File: config.mk
export PLATFORM = sky130hd
export DESIGN_NAME = mem_arbiter_flat
export DESIGN_NICKNAME = d
export VERILOG_FILES = /design/src/rtl/risc_pkg.sv /design/src/rtl/mem_arbiter_if.sv /design/src/rtl/mem_arbiter_pick.sv /design/src/rtl/mem_arbiter.sv /design/src/flat_wrapper.sv
export SDC_FILE = /design/constraint.sdc
export NUM_CORES = 1
export LEC_CHECK = 0
export ABC_AREA = 1
export BUFFER_PORTS_ARGS = -buffer_cell sky130_fd_sc_hd__buf_2
export CAP_MARGIN = 0
export CELL_PAD_IN_SITES_DETAIL_PLACEMENT = 2
export CELL_PAD_IN_SITES_GLOBAL_PLACEMENT = 2
export CORE_UTILIZATION = 25
export DETAILED_ROUTE_END_ITERATION = 6
export HOLD_SLACK_MARGIN = 0.1
export PLACE_DENSITY = 0.82
export SLEW_MARGIN = 20
export SYNTH_ARGS = -nofsm -noshare
export SYNTH_HDL_FRONTEND = slang
export SYNTH_SLANG_ARGS = --single-unit
export TNS_END_PERCENT = 50
File: constraint.sdc
create_clock -name clk -period 10.8 [get_ports clk]
set_clock_uncertainty 0.1 [all_clocks]
set_input_delay 1.62 -clock clk [delete_from_list [all_inputs] [get_ports clk]]
set_output_delay 1.62 -clock clk [all_outputs]
set_load 0.03 [all_outputs]
File: src/rtl/risc_pkg.sv
// risc_pkg: shared core types, including the unified-memory arbiter state and owner encodings.
package risc_pkg;
  typedef enum logic [1:0] {DMEM_BYTE, DMEM_HALF, DMEM_WORD} op_dmem_size;
  typedef enum logic [1:0] {ARB_IDLE, ARB_ACCESS, ARB_RESP} arb_state_e;
  typedef enum logic {ARB_OWN_I, ARB_OWN_D} arb_owner_e;
endpackage

File: src/rtl/mem_arbiter_if.sv
// mem_arbiter_if: fetch, data and memory-side signals of the unified-memory arbiter.
interface mem_arbiter_if import risc_pkg::*; ();
  logic        i_req, i_gnt, i_rvalid;
  logic [31:0] i_addr, i_rdata;
  logic        d_req, d_wr, d_zero_ex, d_gnt, d_rvalid;
  op_dmem_size d_size;
  logic [31:0] d_addr, d_wdata, d_rdata;
  logic        m_req, m_wr, m_zero_ex;
  op_dmem_size m_size;
  logic [31:0] m_addr, m_wdata, m_rdata;
  modport slave (
    input  i_req, i_addr, d_req, d_wr, d_size, d_zero_ex, d_addr, d_wdata, m_rdata,
    output i_gnt, i_rvalid, i_rdata, d_gnt, d_rvalid, d_rdata,
    output m_req, m_wr, m_size, m_zero_ex, m_addr, m_wdata
  );
  modport master (
    output i_req, i_addr, d_req, d_wr, d_size, d_zero_ex, d_addr, d_wdata, m_rdata,
    input  i_gnt, i_rvalid, i_rdata, d_gnt, d_rvalid, d_rdata,
    input  m_req, m_wr, m_size, m_zero_ex, m_addr, m_wdata
  );
endinterface

File: src/rtl/mem_arbiter_pick.sv
// arb_pick: data-over-fetch priority, yielding to fetch once the data streak is exhausted.
module arb_pick #(
  parameter int MAX_D_STREAK = 4,
  parameter int SW = 3
) (
  input  logic          i_req_i,
  input  logic          d_req_i,
  input  logic [SW-1:0] streak_i,
  output logic          grant_i_o,
  output logic          grant_d_o
);
  always_comb begin
    grant_d_o = d_req_i && !(i_req_i && streak_i == SW'(MAX_D_STREAK));
    grant_i_o = i_req_i && !grant_d_o;
  end
endmodule

File: src/rtl/mem_arbiter.sv
// mem_arbiter: shares one fixed-latency memory between fetch and data, one transaction at a time.
module mem_arbiter import risc_pkg::*; #(
  parameter int MEM_LATENCY  = 2,
  parameter int MAX_D_STREAK = 4
) (
  input logic         clk,
  input logic         res,
  mem_arbiter_if.slave bus
);
  localparam int SW = $clog2(MAX_D_STREAK + 1);
  localparam int LW = $clog2(MEM_LATENCY + 1);
  arb_state_e  state_q;
  arb_owner_e  owner_q;
  logic [SW-1:0] streak_q;
  logic [LW-1:0] lat_q;
  logic        wr_q, zex_q;
  op_dmem_size size_q;
  logic [31:0] addr_q, wdata_q, rdata_q;
  logic pick_i, pick_d, gnt_i, gnt_d, acc, resp;
  arb_pick #(.MAX_D_STREAK(MAX_D_STREAK), .SW(SW)) u_pick (
    .i_req_i  (bus.i_req),
    .d_req_i  (bus.d_req),
    .streak_i (streak_q),
    .grant_i_o(pick_i),
    .grant_d_o(pick_d)
  );
  // grants are combinational but masked during reset so every output reads 0
  always_comb begin
    gnt_i = !res && state_q == ARB_IDLE && pick_i;
    gnt_d = !res && state_q == ARB_IDLE && pick_d;
    acc   = state_q == ARB_ACCESS;
    resp  = state_q == ARB_RESP;
  end
  always_ff @(posedge clk or posedge res) begin
    if (res) begin
      state_q  <= ARB_IDLE;
      owner_q  <= ARB_OWN_I;
      streak_q <= '0;
      lat_q    <= '0;
      wr_q     <= 1'b0;
      zex_q    <= 1'b0;
      size_q   <= DMEM_BYTE;
      addr_q   <= '0;
      wdata_q  <= '0;
      rdata_q  <= '0;
    end else begin
      case (state_q)
        ARB_IDLE: if (gnt_i || gnt_d) begin
          state_q  <= ARB_ACCESS;
          lat_q    <= LW'(MEM_LATENCY - 1);
          owner_q  <= gnt_d ? ARB_OWN_D : ARB_OWN_I;
          wr_q     <= gnt_d && bus.d_wr;
          zex_q    <= gnt_d && bus.d_zero_ex;
          size_q   <= gnt_d ? bus.d_size : DMEM_WORD;
          addr_q   <= gnt_d ? bus.d_addr : bus.i_addr;
          wdata_q  <= gnt_d ? bus.d_wdata : '0;
          streak_q <= (gnt_d && bus.i_req) ? streak_q + SW'(streak_q != SW'(MAX_D_STREAK)) : '0;
        end
        ARB_ACCESS: begin
          lat_q <= lat_q - LW'(lat_q != '0);
          if (lat_q == '0) begin
            rdata_q <= wr_q ? '0 : bus.m_rdata;
            state_q <= ARB_RESP;
          end
        end
        default: state_q <= ARB_IDLE;
      endcase
    end
  end
  always_comb begin
    bus.i_gnt     = gnt_i;
    bus.d_gnt     = gnt_d;
    bus.i_rvalid  = resp && owner_q == ARB_OWN_I;
    bus.d_rvalid  = resp && owner_q == ARB_OWN_D;
    bus.i_rdata   = bus.i_rvalid ? rdata_q : '0;
    bus.d_rdata   = bus.d_rvalid ? rdata_q : '0;
    bus.m_req     = acc;
    bus.m_wr      = acc && wr_q;
    bus.m_zero_ex = acc && zex_q;
    bus.m_size    = acc ? size_q : DMEM_BYTE;
    bus.m_addr    = acc ? addr_q : '0;
    bus.m_wdata   = acc ? wdata_q : '0;
  end
endmodule

File: src/flat_wrapper.sv
// flat-port wrapper written by rule: the top's interface ports become plain ports
module mem_arbiter_flat import risc_pkg::*;
#(
  parameter int MEM_LATENCY  = 2,
  parameter int MAX_D_STREAK = 4
)
  (clk, res, bus_i_req, bus_i_addr, bus_d_req, bus_d_wr, bus_d_size, bus_d_zero_ex, bus_d_addr, bus_d_wdata, bus_m_rdata, bus_i_gnt, bus_i_rvalid, bus_i_rdata, bus_d_gnt, bus_d_rvalid, bus_d_rdata, bus_m_req, bus_m_wr, bus_m_size, bus_m_zero_ex, bus_m_addr, bus_m_wdata);
  mem_arbiter_if bus_i ();
  input logic clk;
  input logic res;
  input wire logic [$bits(bus_i.i_req)-1:0] bus_i_req;
  input wire logic [$bits(bus_i.i_addr)-1:0] bus_i_addr;
  input wire logic [$bits(bus_i.d_req)-1:0] bus_d_req;
  input wire logic [$bits(bus_i.d_wr)-1:0] bus_d_wr;
  input wire logic [$bits(bus_i.d_size)-1:0] bus_d_size;
  input wire logic [$bits(bus_i.d_zero_ex)-1:0] bus_d_zero_ex;
  input wire logic [$bits(bus_i.d_addr)-1:0] bus_d_addr;
  input wire logic [$bits(bus_i.d_wdata)-1:0] bus_d_wdata;
  input wire logic [$bits(bus_i.m_rdata)-1:0] bus_m_rdata;
  output wire logic [$bits(bus_i.i_gnt)-1:0] bus_i_gnt;
  output wire logic [$bits(bus_i.i_rvalid)-1:0] bus_i_rvalid;
  output wire logic [$bits(bus_i.i_rdata)-1:0] bus_i_rdata;
  output wire logic [$bits(bus_i.d_gnt)-1:0] bus_d_gnt;
  output wire logic [$bits(bus_i.d_rvalid)-1:0] bus_d_rvalid;
  output wire logic [$bits(bus_i.d_rdata)-1:0] bus_d_rdata;
  output wire logic [$bits(bus_i.m_req)-1:0] bus_m_req;
  output wire logic [$bits(bus_i.m_wr)-1:0] bus_m_wr;
  output wire logic [$bits(bus_i.m_size)-1:0] bus_m_size;
  output wire logic [$bits(bus_i.m_zero_ex)-1:0] bus_m_zero_ex;
  output wire logic [$bits(bus_i.m_addr)-1:0] bus_m_addr;
  output wire logic [$bits(bus_i.m_wdata)-1:0] bus_m_wdata;
  assign bus_i.i_req = bus_i_req;
  assign bus_i.i_addr = bus_i_addr;
  assign bus_i.d_req = bus_d_req;
  assign bus_i.d_wr = bus_d_wr;
  assign bus_i.d_size = bus_d_size;
  assign bus_i.d_zero_ex = bus_d_zero_ex;
  assign bus_i.d_addr = bus_d_addr;
  assign bus_i.d_wdata = bus_d_wdata;
  assign bus_i.m_rdata = bus_m_rdata;
  assign bus_i_gnt = bus_i.i_gnt;
  assign bus_i_rvalid = bus_i.i_rvalid;
  assign bus_i_rdata = bus_i.i_rdata;
  assign bus_d_gnt = bus_i.d_gnt;
  assign bus_d_rvalid = bus_i.d_rvalid;
  assign bus_d_rdata = bus_i.d_rdata;
  assign bus_m_req = bus_i.m_req;
  assign bus_m_wr = bus_i.m_wr;
  assign bus_m_size = bus_i.m_size;
  assign bus_m_zero_ex = bus_i.m_zero_ex;
  assign bus_m_addr = bus_i.m_addr;
  assign bus_m_wdata = bus_i.m_wdata;
  mem_arbiter #(.MEM_LATENCY(MEM_LATENCY), .MAX_D_STREAK(MAX_D_STREAK)) u_core (.clk(clk), .res(res), .bus(bus_i));
endmodule
Word-level counts from Yosys, hierarchy flattened
Cells that the tools add are included.

storage, ports and cells
  logic and storage cells = 59
  output and inout port bits = 137
  bits of input ports = 136
  flip-flop bits (word level) = 108

operators by class
  add/sub/neg operators = 2
  reduce and logical (&&, ||, !) cells = 25
  muxes and demuxes = 15
  equality and inequality tests = 6
  bitwise logic cells = 1

operator list
  kind                                                                   number
  32-bit 2-to-1 mux                                                      7
  1-bit logical AND                                                      13
  2-bit 2-to-1 mux                                                       4
  2-bit case mux with 2 select lines                                     2
  2-bit AND reduction                                                    4
  2-bit zero test                                                        2
  2-bit inequality test, second input constant                           2
  2-bit nonzero test                                                     2
  3-bit by 1-bit adder with 3-bit output                                 1
  3-bit equality test, second input constant                             1
  1-bit zero test                                                        3
  3-bit 2-to-1 mux                                                       1
  3-bit inequality test, second input constant                           1
  2-bit by 1-bit equality test with 1-bit output, second input constant  1
  2-bit equality test, second input constant                             1
  2-bit by 1-bit subtractor with 2-bit output                            1
  1-bit logical OR                                                       1
  1-bit 2-to-1 mux                                                       1
  1-bit inverter                                                         1

Depth between registers and ports, before layout
Gate-level depths: netlist of run 1.

  depth in word-level cells = 10
  depth in mapped cells = 9
  mapped depth without buffers = 8

Hierarchy
A second synthesis of run 1 with hierarchy kept.

second synthesis, totals
  cells, all modules = 804
  area total of the unflattened synthesis = 5691.7 sq um

by module, submodules not included
  module       instances  sequential area each (sq um)  area each (sq um)  cells an instance
  mem_arbiter  1          2702.6                        5654.2             797
  arb_pick     1          0.0                           37.5               7

Worst setup path before layout of run 1
Ideal clock, no wire load.

  path type = input -> output
  start = input res
  end = output bus_i_gnt
  data arrival time = 2.649 ns
  cell stages on the path = 5
  required time = 9.080 ns
  setup slack = 6.431 ns
  path buffers = 2
  cell sequence = nor2_2 > nand2_1 > buf_4 > buf_2 > a21oi_1

between the ends
  longest elaborated chain between the ends = 3

RTL lines
  what                            RTL line            text
  start, declared                 flat_wrapper.sv:10  input logic res;
  1-bit zero test                 mem_arbiter.sv:29   gnt_i = !res && state_q == ARB_IDLE && pick_i;
  1-bit logical AND (2 in a row)  mem_arbiter.sv:29
  end, declared                   flat_wrapper.sv:20  output wire logic [$bits(bus_i.i_gnt)-1:0] bus_i_gnt;

Every way passes these cells.

Worst setup path after layout of run 1
Ends and elaborated chain as after synthesis.

==> summary.md, run 1 <==
| Metric | Value |
|---|---|
| P_int | 1.01 mW |
| Register share of total power | 0.347 |
| Max Fclk | 227 MHz |
| Critical Path RT | 9.08 ns |
| H-tree depth | 3 |
| Post-CTS Setup Inserts | 0 |
| Sequential-to-total area share from yosys stat | 0.510 |
| CP max FO | 39 |
| Comb power frac | 0.475 |
| Critical Path Sink Type | output pin |
| Clock latency on the worst-skew pair | 0.35 ns |
| Syn Inst Count | 701 |
| First-pass GRT wire length | 30.4 mm |
| TritonRoute pass-1 iters | 4 |
| Layout cell share with drive strength beyond 1 | 0.318 |
| Post-Syn Area | 5300 µm² |
| Ys Warns | 0 |
| CTS tree | done |
| CTS max path bufs | 2 |
| Vias in the first global route | 5905 |
| Most frequent cells in the layout | 272 x buf_2, 137 x nor2_1, 131 x nand3_1, 108 x dfrtp_1, 105 x inv_1 |
| Num rows | 52 |
| Worst slack at placement | 6.40 ns |
| Core Footprint | 20500 µm² |
| Fin crit share | 0.408 |
| Switching share of power | 0.467 |
| Clk sink count | 108 |
| Setup TNS | 0 ns |
| Root Buffer | clkbuf_16 |
| Register bit total from synthesis | 108 |
| Mean Syn Cell Area | 7.56 µm² |
| Die area | 21800 µm² |
| Fin nets | 1081 |
| Synth cell types | 24 |
| Chip height | 148 µm |
| Antenna violations before repair | 1 |
| CTS-repair resized insts | 0 |
| Multi-input gate area | 1940 µm² |
| Routed vias/inst | 4.54 |
| Number of port buffers | 272 |
| Via count | 5529 |
| LEAKAGE | 3.92 nW |
| Setup WS post-layout | 6.39 ns |
| DR DRC count | 0 |
| Relative slew slack | 0.329 |
| Drt wl/cell | 15.5 µm |
| Clk pin slew, worst setup/hold paths | 0.07 ns |
| I/O pin count | 273 |
| Area Overhead vs Synth | 34.1% |
| Commonest non-fill, non-tap cell in the layout | buf_2 |
| Worst-Margin Slew | 1.00 ns |
| Final core utilization | 0.347 |
| Placed wire-length estimate | 13.5 mm |
| Fin crit period | 4.41 ns |
| Status | finished clean |
| Final wirelength | 18.9 mm |
| Worst hold path type | flip-flop to flip-flop |
| Die Width | 148 µm |
| Remaining Overflow, GRT | 0 |
| Final slew viol count | 0 |
| Initial DRC count | 153 |
| VDD IR max | 0.0898 mV |
| Inserted Clock Buffers | 9 |
| Unrepaired setup endpoints after global routing | false |
| P per Cell Area | 267 nW/µm² |
| Reported net switching power | 0.885 mW |
| Post-route ant nets | 0 |
| Register area | 2700 µm² |
| Hold buffers post-CTS | 0 |
| Worst setup SP type | input pin |
| Gpl congestion | 0.746 |
| Max-cap viol count | 0 |
| All-layer global routing usage | 0.175 |
| Fillers | 2508 |
| Syn nets | 839 |
| Largest net degree at the start of global routing | 79 |
| Setup violators final | 0 |
| Critical path type | input pin to output pin |
| Clk pwr share | 0.178 |
| Fin. Hold Viols | 0 |
| Critical path arrival | 2.69 ns |
| Initial Util | 0.259 |
==> final timing paths <==
| kind | from | endpoint | slack, ns | cells past startpoint |
|---|---|---|---|---|
| max reg2reg | u_core.streak_q[0]$_DFFE_PP0P_ | u_core.streak_q[1]$_DFFE_PP0P_ | 8.08 | 8 |
| max | res | bus_i_gnt | 6.39 | 6 |
| min reg2reg | u_core.addr_q[26]$_DFFE_PP0P_ | u_core.addr_q[26]$_DFFE_PP0P_ | 0.41 | 2 |
| max in group asynchronous | res | u_core.rdata_q[18]$_DFFE_PP0P_ | 8.30 | 3 |
| min in group asynchronous | res | u_core.rdata_q[9]$_DFFE_PP0P_ | 1.20 | 2 |
| min | u_core.addr_q[26]$_DFFE_PP0P_ | u_core.addr_q[26]$_DFFE_PP0P_ | 0.41 | 2 |
==> critical path, cell delays in order <==
cell     delay (ns)
buf_2          0.13
nor2_2         0.18
nand2_1        0.08
buf_4          0.28
a21oi_1        0.17
buf_2          0.22
==> layer usage <==
| layer | vias to the layer above | global-route usage | part of all wire |
|---|---|---|---|
| met5 | - | 0 | 0 |
| met4 | 0 | 0.0490 | 0.011 |
| met3 | 14 | 0.0364 | 0.059 |
| met2 | 166 | 0.315 | 0.51 |
| met1 | 2696 | 0.210 | 0.42 |
| li1 | 2653 | - | - |
==> Yosys cell counts, drive strengths merged <==
cell type,number,area share
clkinv,1,0.00071
clkbuf,17,0.012
buf,30,0.034
dfrtp,108,0.51
xor2,1,0.0017
nor3,3,0.0038
nand2,86,0.062
ha,2,0.0047
o21ai,70,0.066
a21oi,1,0.00094
nor2,138,0.098
nand3,132,0.13
nand4,2,0.0024
inv,110,0.078
==> registers in the layout, summed over array words and instances, names as in the netlist <==
signal,count
u_core.lat_q,2
u_core.zex_q,1
u_core.owner_q,1
u_core.size_q,2
u_core.wdata_q,32
u_core.rdata_q,32
u_core.state_q,2
u_core.wr_q,1
u_core.streak_q,3
u_core.addr_q,32
==> metrics by stage <==
step,cell area [µm²],power (mW),cells,hold WS [ns]
2_1_floorplan,5300,1.31,701,0.366
3_3_place_gp,6810,1.55,1202,0.383
3_5_place_dp,6810,1.59,1202,0.400
4_1_cts,7100,1.94,1218,0.418
5_1_grt,7110,2.05,1219,0.437
6_report,7110,1.90,1219,0.412
==> kinds of logic (layout without fill, tap and decap cells) <==
kind of cell    count (synthesis)  in the layout  share of synthesized area
other cells                     0              1                          0
compound gates                 71             71                     0.0670
xor+xnor                        1              1                    0.00165
buf+inv                       158            405                      0.125
simple gates                  361            361                      0.292
flops                         108            108                      0.510
fa+ha+maj                       2              2                    0.00472
==> area by class of cell <==
class                   count  share of cell area
diodes                      1            0.000352
clock buffers              13              0.0352
clock inverters             3             0.00651
inverters                 111              0.0589
multi-input cells         435               0.273
flip-flops and latches    108               0.380
well taps                 270              0.0475
repair buffers            278               0.198
==> power groups by stage <==
stage	combinational [mW]	clock, mW	sequential (mW)
after floorplan	0.666	0	0.643
after global placement	0.896	0	0.653
after detailed placement	0.922	0	0.667
after CTS	0.927	0.352	0.659
after global routing	1.01	0.365	0.677
final	0.901	0.338	0.657
(Power assumes the default switching activity.)
==> inputs of run 2 (changes only) <==
--- a/config.mk
+++ b/config.mk
@@ -10,10 +10,10 @@
 export CAP_MARGIN = 0
 export CELL_PAD_IN_SITES_DETAIL_PLACEMENT = 2
 export CELL_PAD_IN_SITES_GLOBAL_PLACEMENT = 2
-export CORE_UTILIZATION = 25
+export CORE_UTILIZATION = 24
 export DETAILED_ROUTE_END_ITERATION = 6
 export HOLD_SLACK_MARGIN = 0.1
-export PLACE_DENSITY = 0.82
+export PLACE_DENSITY = 0.79
 export SLEW_MARGIN = 20
 export SYNTH_ARGS = -nofsm -noshare
 export SYNTH_HDL_FRONTEND = slang
==> constraint.sdc (replaced) <==
create_clock -name clk -period 4.25 [get_ports clk]
set_clock_uncertainty 0.1 [all_clocks]
set_input_delay 0.6375 -clock clk [delete_from_list [all_inputs] [get_ports clk]]
set_output_delay 0.6375 -clock clk [all_outputs]
set_load 0.03 [all_outputs]
==> run 2 against run 1 <==
Hold slack got worse by 0.039 ns. Critical endpoint is now bus_m_wdata[6]. Worst setup slack got worse by 5.2 ns. Final cell count rose by 1.1%. Critical path type is now flip-flop to output pin. Design area rose by 0.21%. Register-to-register slack got worse by 6.3 ns. Largest cell class unchanged. Largest power group unchanged. Critical path depth fell by 2.
==> summary.md, run 2 (same netlist as run 1, synthesis figures left out) <==
| Metric | Value |
|---|---|
| Number of port buffers | 272 (unchanged) |
| Routed vias/inst | 4.49 (-1.1%) |
| Clk sink count | 108 (unchanged) |
| Max Fclk | 328 MHz |
| Most frequent cells in the layout | 272 x buf_2, 137 x nor2_1, 131 x nand3_1, 108 x dfrtp_1, 106 x inv_1 |
| Placed wire-length estimate | 13.6 mm (+0.83%) |
| Remaining Overflow, GRT | 0 (unchanged) |
| Initial DRC count | 160 (+4.6%) |
| Gpl congestion | 0.755 (+1.2%) |
| Met3 Use GR | 0.0385 (+0.00207) |
| P per Cell Area | 670 nW/µm² (+150%) |
| Worst setup path start | u_core.state_q[0]$_DFFE_PP0P_ |
| Unrepaired setup endpoints after global routing | false |
| Drt wl/cell | 15.3 µm (-1.5%) |
| GRT busiest layer | met2 |
| Inserted Clock Buffers | 9 (unchanged) |
| Hold buffers post-CTS | 0 (unchanged) |
| CP max FO | 47 (+21%) |
| Layout cell share with drive strength beyond 1 | 0.319 (+0.00182) |
| Root Buffer | clkbuf_16 |
| Die area | 22700 µm² (+4.1%) |
| R2R Setup Slk | 1.77 ns (-6.31 ns) |
| Worst r2r dst | u_core.streak_q[0]$_DFFE_PP0P_ |
| LEAKAGE | 3.92 nW (about the same) |
| I/O pin count | 273 (unchanged) |
| Biggest registers after layout | u_core.addr_q: 32 flops, u_core.rdata_q: 32 flops, u_core.wdata_q: 32 flops |
| Critical path arrival | 2.32 ns (-0.37 ns) |
| Critical path type | flip-flop to output pin |
| CTS max path bufs | 2 (unchanged) |
| Relative slew slack | 0.316 (-0.0132) |
| Vias in the first global route | 5748 (-2.7%) |
| Final core utilization | 0.328 (-0.0194) |
| Post-CTS Setup Inserts | 0 (unchanged) |
| Setup TNS | 0 ns (unchanged) |
| Crit Reg-Reg Startpoint | u_core.state_q[0]$_DFFE_PP0P_ |
| H-tree depth | 3 (unchanged) |
| Antenna violations before repair | 1 (unchanged) |
| Fin crit period | 3.05 ns |
| Die Width | 151 µm (+2.0%) |
| Critical Path Sink Type | output pin |
| Status | finished clean |
| Final wirelength | 18.9 mm (-0.40%) |
| Num rows | 54 (+3.8%) |
| Grt met1 use | 0.193 (-0.0165) |
| Tot Pwr | 4.77 mW (+150%) |
| Worst setup SP type | flip-flop |
| Via count | 5533 (+0.072%) |
| Clk pin slew, worst setup/hold paths | 0.08 ns (about the same) |
| Worst r2r path cells | 9 (+1) |
| DR DRC count | 0 (unchanged) |
| Max-cap viol count | 0 (unchanged) |
| Clock latency on the worst-skew pair | 0.35 ns (about the same) |
| First-pass GRT wire length | 29.4 mm (-3.3%) |
| All-layer global routing usage | 0.166 (-0.00915) |
| VDD IR max | 0.196 mV (+120%) |
| Fin nets | 1085 (+0.37%) |
| Post-route ant nets | 0 (unchanged) |
| Commonest non-fill, non-tap cell in the layout | buf_2 |
| CTS tree | done |
| Core Footprint | 21800 µm² (+6.2%) |
| Fillers | 2660 (+6.1%) |
| Chip height | 151 µm (+2.0%) |
| Final slew viol count | 0 (unchanged) |
| CTS-repair resized insts | 0 (unchanged) |
| Worst hold path type | input pin to asynchronous set/reset pin |
| Setup violators final | 0 (unchanged) |
| Initial Util | 0.244 (-0.0150) |
| Worst-Margin Slew | 1.02 ns (+0.0172 ns) |
| Fin. Hold Viols | 0 (unchanged) |
| TritonRoute pass-1 iters | 4 (unchanged) |
| Largest net degree at the start of global routing | 70 (-11%) |
| Met2 Usage GRT | 0.298 (-0.0172) |
| Critical Path RT | 3.51 ns (-5.57 ns) |
| Area Overhead vs Synth | 34.4% |
| Fin crit share | 0.718 |
## run 2: where the power goes
| part | internal (mW) | switching [mW] | total [mW] |
|---|---|---|---|
| Combinational | 0.618 | 1.68 | 2.30 |
| Sequential | 1.49 | 0.177 | 1.66 |
| Clock | 0.416 | 0.394 | 0.809 |
| Total | 2.52 | 2.25 | 4.77 |
## run 2: cell type report
cell class | count | area [µm²] | area share
tap | 280 | 350 | 0.0492
multi-input combinational | 435 | 1940 | 0.273
clock buffer | 13 | 250 | 0.0351
antenna | 1 | 2.50 | 0.000351
clock inverter | 3 | 22.5 | 0.00316
sequential | 108 | 2700 | 0.379
inverter | 111 | 419 | 0.0588
timing repair buffer | 282 | 1440 | 0.202
## run 2: per-stage QoR
stage	std cells	cell area, µm²	setup WS, ns	hold slack, ns
detailed placement	1216	6850	1.42	0.397
floorplan	701	5300	0.667	0.366
CTS	1232	7120	1.06	0.377
global placement	1216	6850	1.49	0.377
global route	1233	7130	0.976	0.397
finish	1233	7130	1.20	0.372
## run 2: layer usage
layer	up-vias	part of all wire
met4	0	0.016
met1	2685	0.42
met3	17	0.065
li1	2663	-
met2	168	0.50
met5	-	0
## run 2: worst max-delay path by stage
stage / end / slack, ns / cells past startpoint
2_1_floorplan: u_core.addr_q[0]$_DFFE_PP0P_ / 0.67 / 1
3_3_place_gp: u_core.streak_q[0]$_DFFE_PP0P_ / 1.49 / 8
3_5_place_dp: u_core.streak_q[0]$_DFFE_PP0P_ / 1.42 / 8
4_1_cts: bus_m_size[1] / 1.06 / 4
5_1_grt: bus_m_size[1] / 0.98 / 4
6_report: bus_m_wdata[6] / 1.20 / 4
## run 2: critical path: stages, from the launching register on
cell and delay, ns:
dfrtp_1 0.44, nand2_2 0.77, buf_4 0.44, nor2_1 0.10
buf_2 0.19
==> inputs of run 3 (changes only) <==
--- a/config.mk
+++ b/config.mk
@@ -10,10 +10,10 @@
 export CAP_MARGIN = 0
 export CELL_PAD_IN_SITES_DETAIL_PLACEMENT = 2
 export CELL_PAD_IN_SITES_GLOBAL_PLACEMENT = 2
-export CORE_UTILIZATION = 24
+export CORE_UTILIZATION = 21
 export DETAILED_ROUTE_END_ITERATION = 6
 export HOLD_SLACK_MARGIN = 0.1
-export PLACE_DENSITY = 0.79
+export PLACE_DENSITY = 0.73
 export SLEW_MARGIN = 20
 export SYNTH_ARGS = -nofsm -noshare
 export SYNTH_HDL_FRONTEND = slang
==> constraint.sdc (replaced) <==
create_clock -name clk -period 2.6 [get_ports clk]
set_clock_uncertainty 0.1 [all_clocks]
set_input_delay 0.39 -clock clk [delete_from_list [all_inputs] [get_ports clk]]
set_output_delay 0.39 -clock clk [all_outputs]
set_load 0.03 [all_outputs]
==> run 3 against run 2 <==
Critical path depth unchanged. Worst setup slack lost 1.1 ns. Sequential cell count unchanged. Critical path type unchanged.
==> summary.md, run 3 (same netlist as run 1, synthesis figures left out) <==
| Metric | Value |
|---|---|
| Relative slew slack | 0.327 (+0.0109) |
| Post-route ant nets | 0 (unchanged) |
| Worst slack at placement | 0.397 ns (-1.02 ns) |
| Worst stage delay on the critical path | 0.49 ns (-0.28 ns) |
| P per Cell Area | 1100 nW/µm² (+65%) |
| Worst Hold Depth | 3 |
| Initial Util | 0.216 (-0.0276) |
| Setup TNS | 0 ns (unchanged) |
| Worst r2r dst | u_core.streak_q[1]$_DFFE_PP0P_ |
| CTS max path bufs | 2 (unchanged) |
| H-tree depth | 3 (unchanged) |
| Via count | 5546 (+0.23%) |
| Worst Path Buf+Inv | 2 (unchanged) |
| Hold Path End | u_core.wdata_q[7]$_DFFE_PP0P_ |
| Layout cell share with drive strength beyond 1 | 0.326 (+0.00635) |
| Remaining Overflow, GRT | 0 (unchanged) |
| Largest net degree at the start of global routing | 65 (-7.1%) |
| Die Width | 161 µm (+6.8%) |
| Critical path arrival | 2.06 ns (-0.26 ns) |
| Setup violators final | 0 (unchanged) |
| DR DRC count | 0 (unchanged) |
| Worst setup SP type | flip-flop |
| TritonRoute pass-1 iters | 4 (unchanged) |
| Kind of cell adding the most delay to the critical path | buffers and inverters |
| CTS tree | done |
| Num rows | 57 (+5.6%) |
| Routed vias/inst | 4.32 (-3.7%) |
| Fin nets | 1091 (+0.55%) |
| Antenna violations before repair | 0 (-1) |
| Worst-Margin Slew | 1.01 ns (-0.0138 ns) |
| Gpl congestion | 0.720 (-4.6%) |
| Setup WS post-layout | 0.0500 ns (-1.15 ns) |
| Die area | 25900 µm² (+14%) |
| Fin crit share | 0.981 |
| Initial DRC count | 172 (+7.5%) |
| Fin crit period | 2.55 ns |
| Critical path type | flip-flop to output pin |
| LEAKAGE | 4.00 nW (+1.8%) |
| Min-delay src | bus_d_wdata[7] |
| Unrepaired setup endpoints after global routing | true |
| Core Footprint | 24500 µm² (+13%) |
| Post-CTS Setup Inserts | 0 (unchanged) |
| I/O pin count | 273 (unchanged) |
| Inserted Clock Buffers | 9 (unchanged) |
| Slowest cell on the critical path | inv_1 |
| Worst-path cell chain | nor3_1 > inv_1 > nor2_1 > buf_2 |
| R2R Setup Slk | 0.81 ns (-0.96 ns) |
| Most frequent cells in the layout | 272 x buf_2, 137 x nor2_1, 131 x nand3_1, 108 x dfrtp_1, 106 x inv_1 |
| Critical Path RT | 2.11 ns (-1.40 ns) |
| Area Overhead vs Synth | 38.0% |
| Root Buffer | clkbuf_16 |
| Status | finished clean |
| VDD IR max | 0.421 mV (+120%) |
| Placed wire-length estimate | 14.1 mm (+3.3%) |
| CP max FO | 32 (-32%) |
| Max Fclk | 392 MHz |
| Commonest non-fill, non-tap cell in the layout | buf_2 |
| Clk pin slew, worst setup/hold paths | 0.08 ns (about the same) |
| CTS-repair resized insts | 0 (unchanged) |
| Chip height | 161 µm (+6.8%) |
| Max-cap viol count | 0 (unchanged) |
| Clock latency on the worst-skew pair | 0.35 ns (about the same) |
| First-pass GRT wire length | 31.7 mm (+7.7%) |
| Vias in the first global route | 6020 (+4.7%) |
| Final slew viol count | 0 (unchanged) |
| Fin. Hold Viols | 0 (unchanged) |
| Worst r2r path cells | 9 (unchanged) |
| Number of port buffers | 272 (unchanged) |
| Worst hold path type | input pin to flip-flop |
| Critical Path Sink Type | output pin |
| Clk sink count | 108 (unchanged) |
| Crit Reg-Reg Startpoint | u_core.state_q[0]$_DFFE_PP0P_ |
| Biggest registers after layout | u_core.addr_q: 32 flops, u_core.rdata_q: 32 flops, u_core.wdata_q: 32 flops |
| Drt wl/cell | 15.2 µm (-0.50%) |
| Final wirelength | 19.5 mm (+3.5%) |
| All-layer global routing usage | 0.153 (-0.0133) |
run 3: per-stage QoR:
stage	hold WS [ns]	cells	utilization	area (µm²)	power [mW]
after detailed placement	0.400	1265	0.285	6990	6.72
after CTS	0.119	1282	0.298	7310	8.26
after floorplan	0.366	701	-	5310	5.44
final	0.139	1283	0.298	7310	8.06
after global placement	0.385	1265	0.285	6990	6.60
after global routing	0.134	1282	0.298	7310	8.75
run 3: power by group:
group / internal (mW) / switching [mW] / leakage, nW
logic: 1.08 / 2.80 / 2.47
registers: 2.43 / 0.286 / 1.37
clock network: 0.767 / 0.710 / 0.153
total: 4.27 / 3.79 / 4.00
run 3: layout make-up:
cell class / count / area, µm²
fill: 2982 / 17200
inverter: 111 / 420
clock buffer: 9 / 225
clock inverter: 7 / 81.3
tap: 324 / 405
sequential: 108 / 2700
timing repair buffer: 288 / 1530
multi-input combinational: 435 / 1940
antenna: 1 / 2.50
run 3: worst max-delay path by stage:
stage / from / end / slack [ns] / cells after the start
2_1_floorplan: u_core.state_q[0]$_DFFE_PP0P_ / bus_d_rdata[10] / 0.07 / 4
3_3_place_gp: u_core.state_q[1]$_DFFE_PP0P_ / bus_d_rdata[16] / 0.57 / 5
3_5_place_dp: u_core.state_q[0]$_DFFE_PP0P_ / bus_d_rdata[25] / 0.40 / 4
4_1_cts: u_core.state_q[0]$_DFFE_PP0P_ / bus_d_rdata[25] / -0.003 / 4
5_1_grt: u_core.state_q[0]$_DFFE_PP0P_ / bus_i_rdata[29] / -0.15 / 4
6_report: u_core.state_q[0]$_DFFE_PP0P_ / bus_d_rdata[16] / 0.05 / 4
run 3: timing repair:
item,CTS,global route
endpoints found under the setup margin,2,64
hold buffers,1,0
endpoints found under the hold margin,60,0
run 3: layer usage:
layer	track usage	wire length, µm	up-vias	part of all wire
li1	-	-	2678	-
met4	0.0373	249	0	0.013
met3	0.0385	1210	14	0.062
met5	0	0	-	0
met2	0.264	9530	166	0.49
met1	0.189	8530	2688	0.44
run 3: worst min-delay path, stage by stage:
cell and delay (ns):
buf_2 0.07, nand2_1 0.04, o21ai_0 0.05
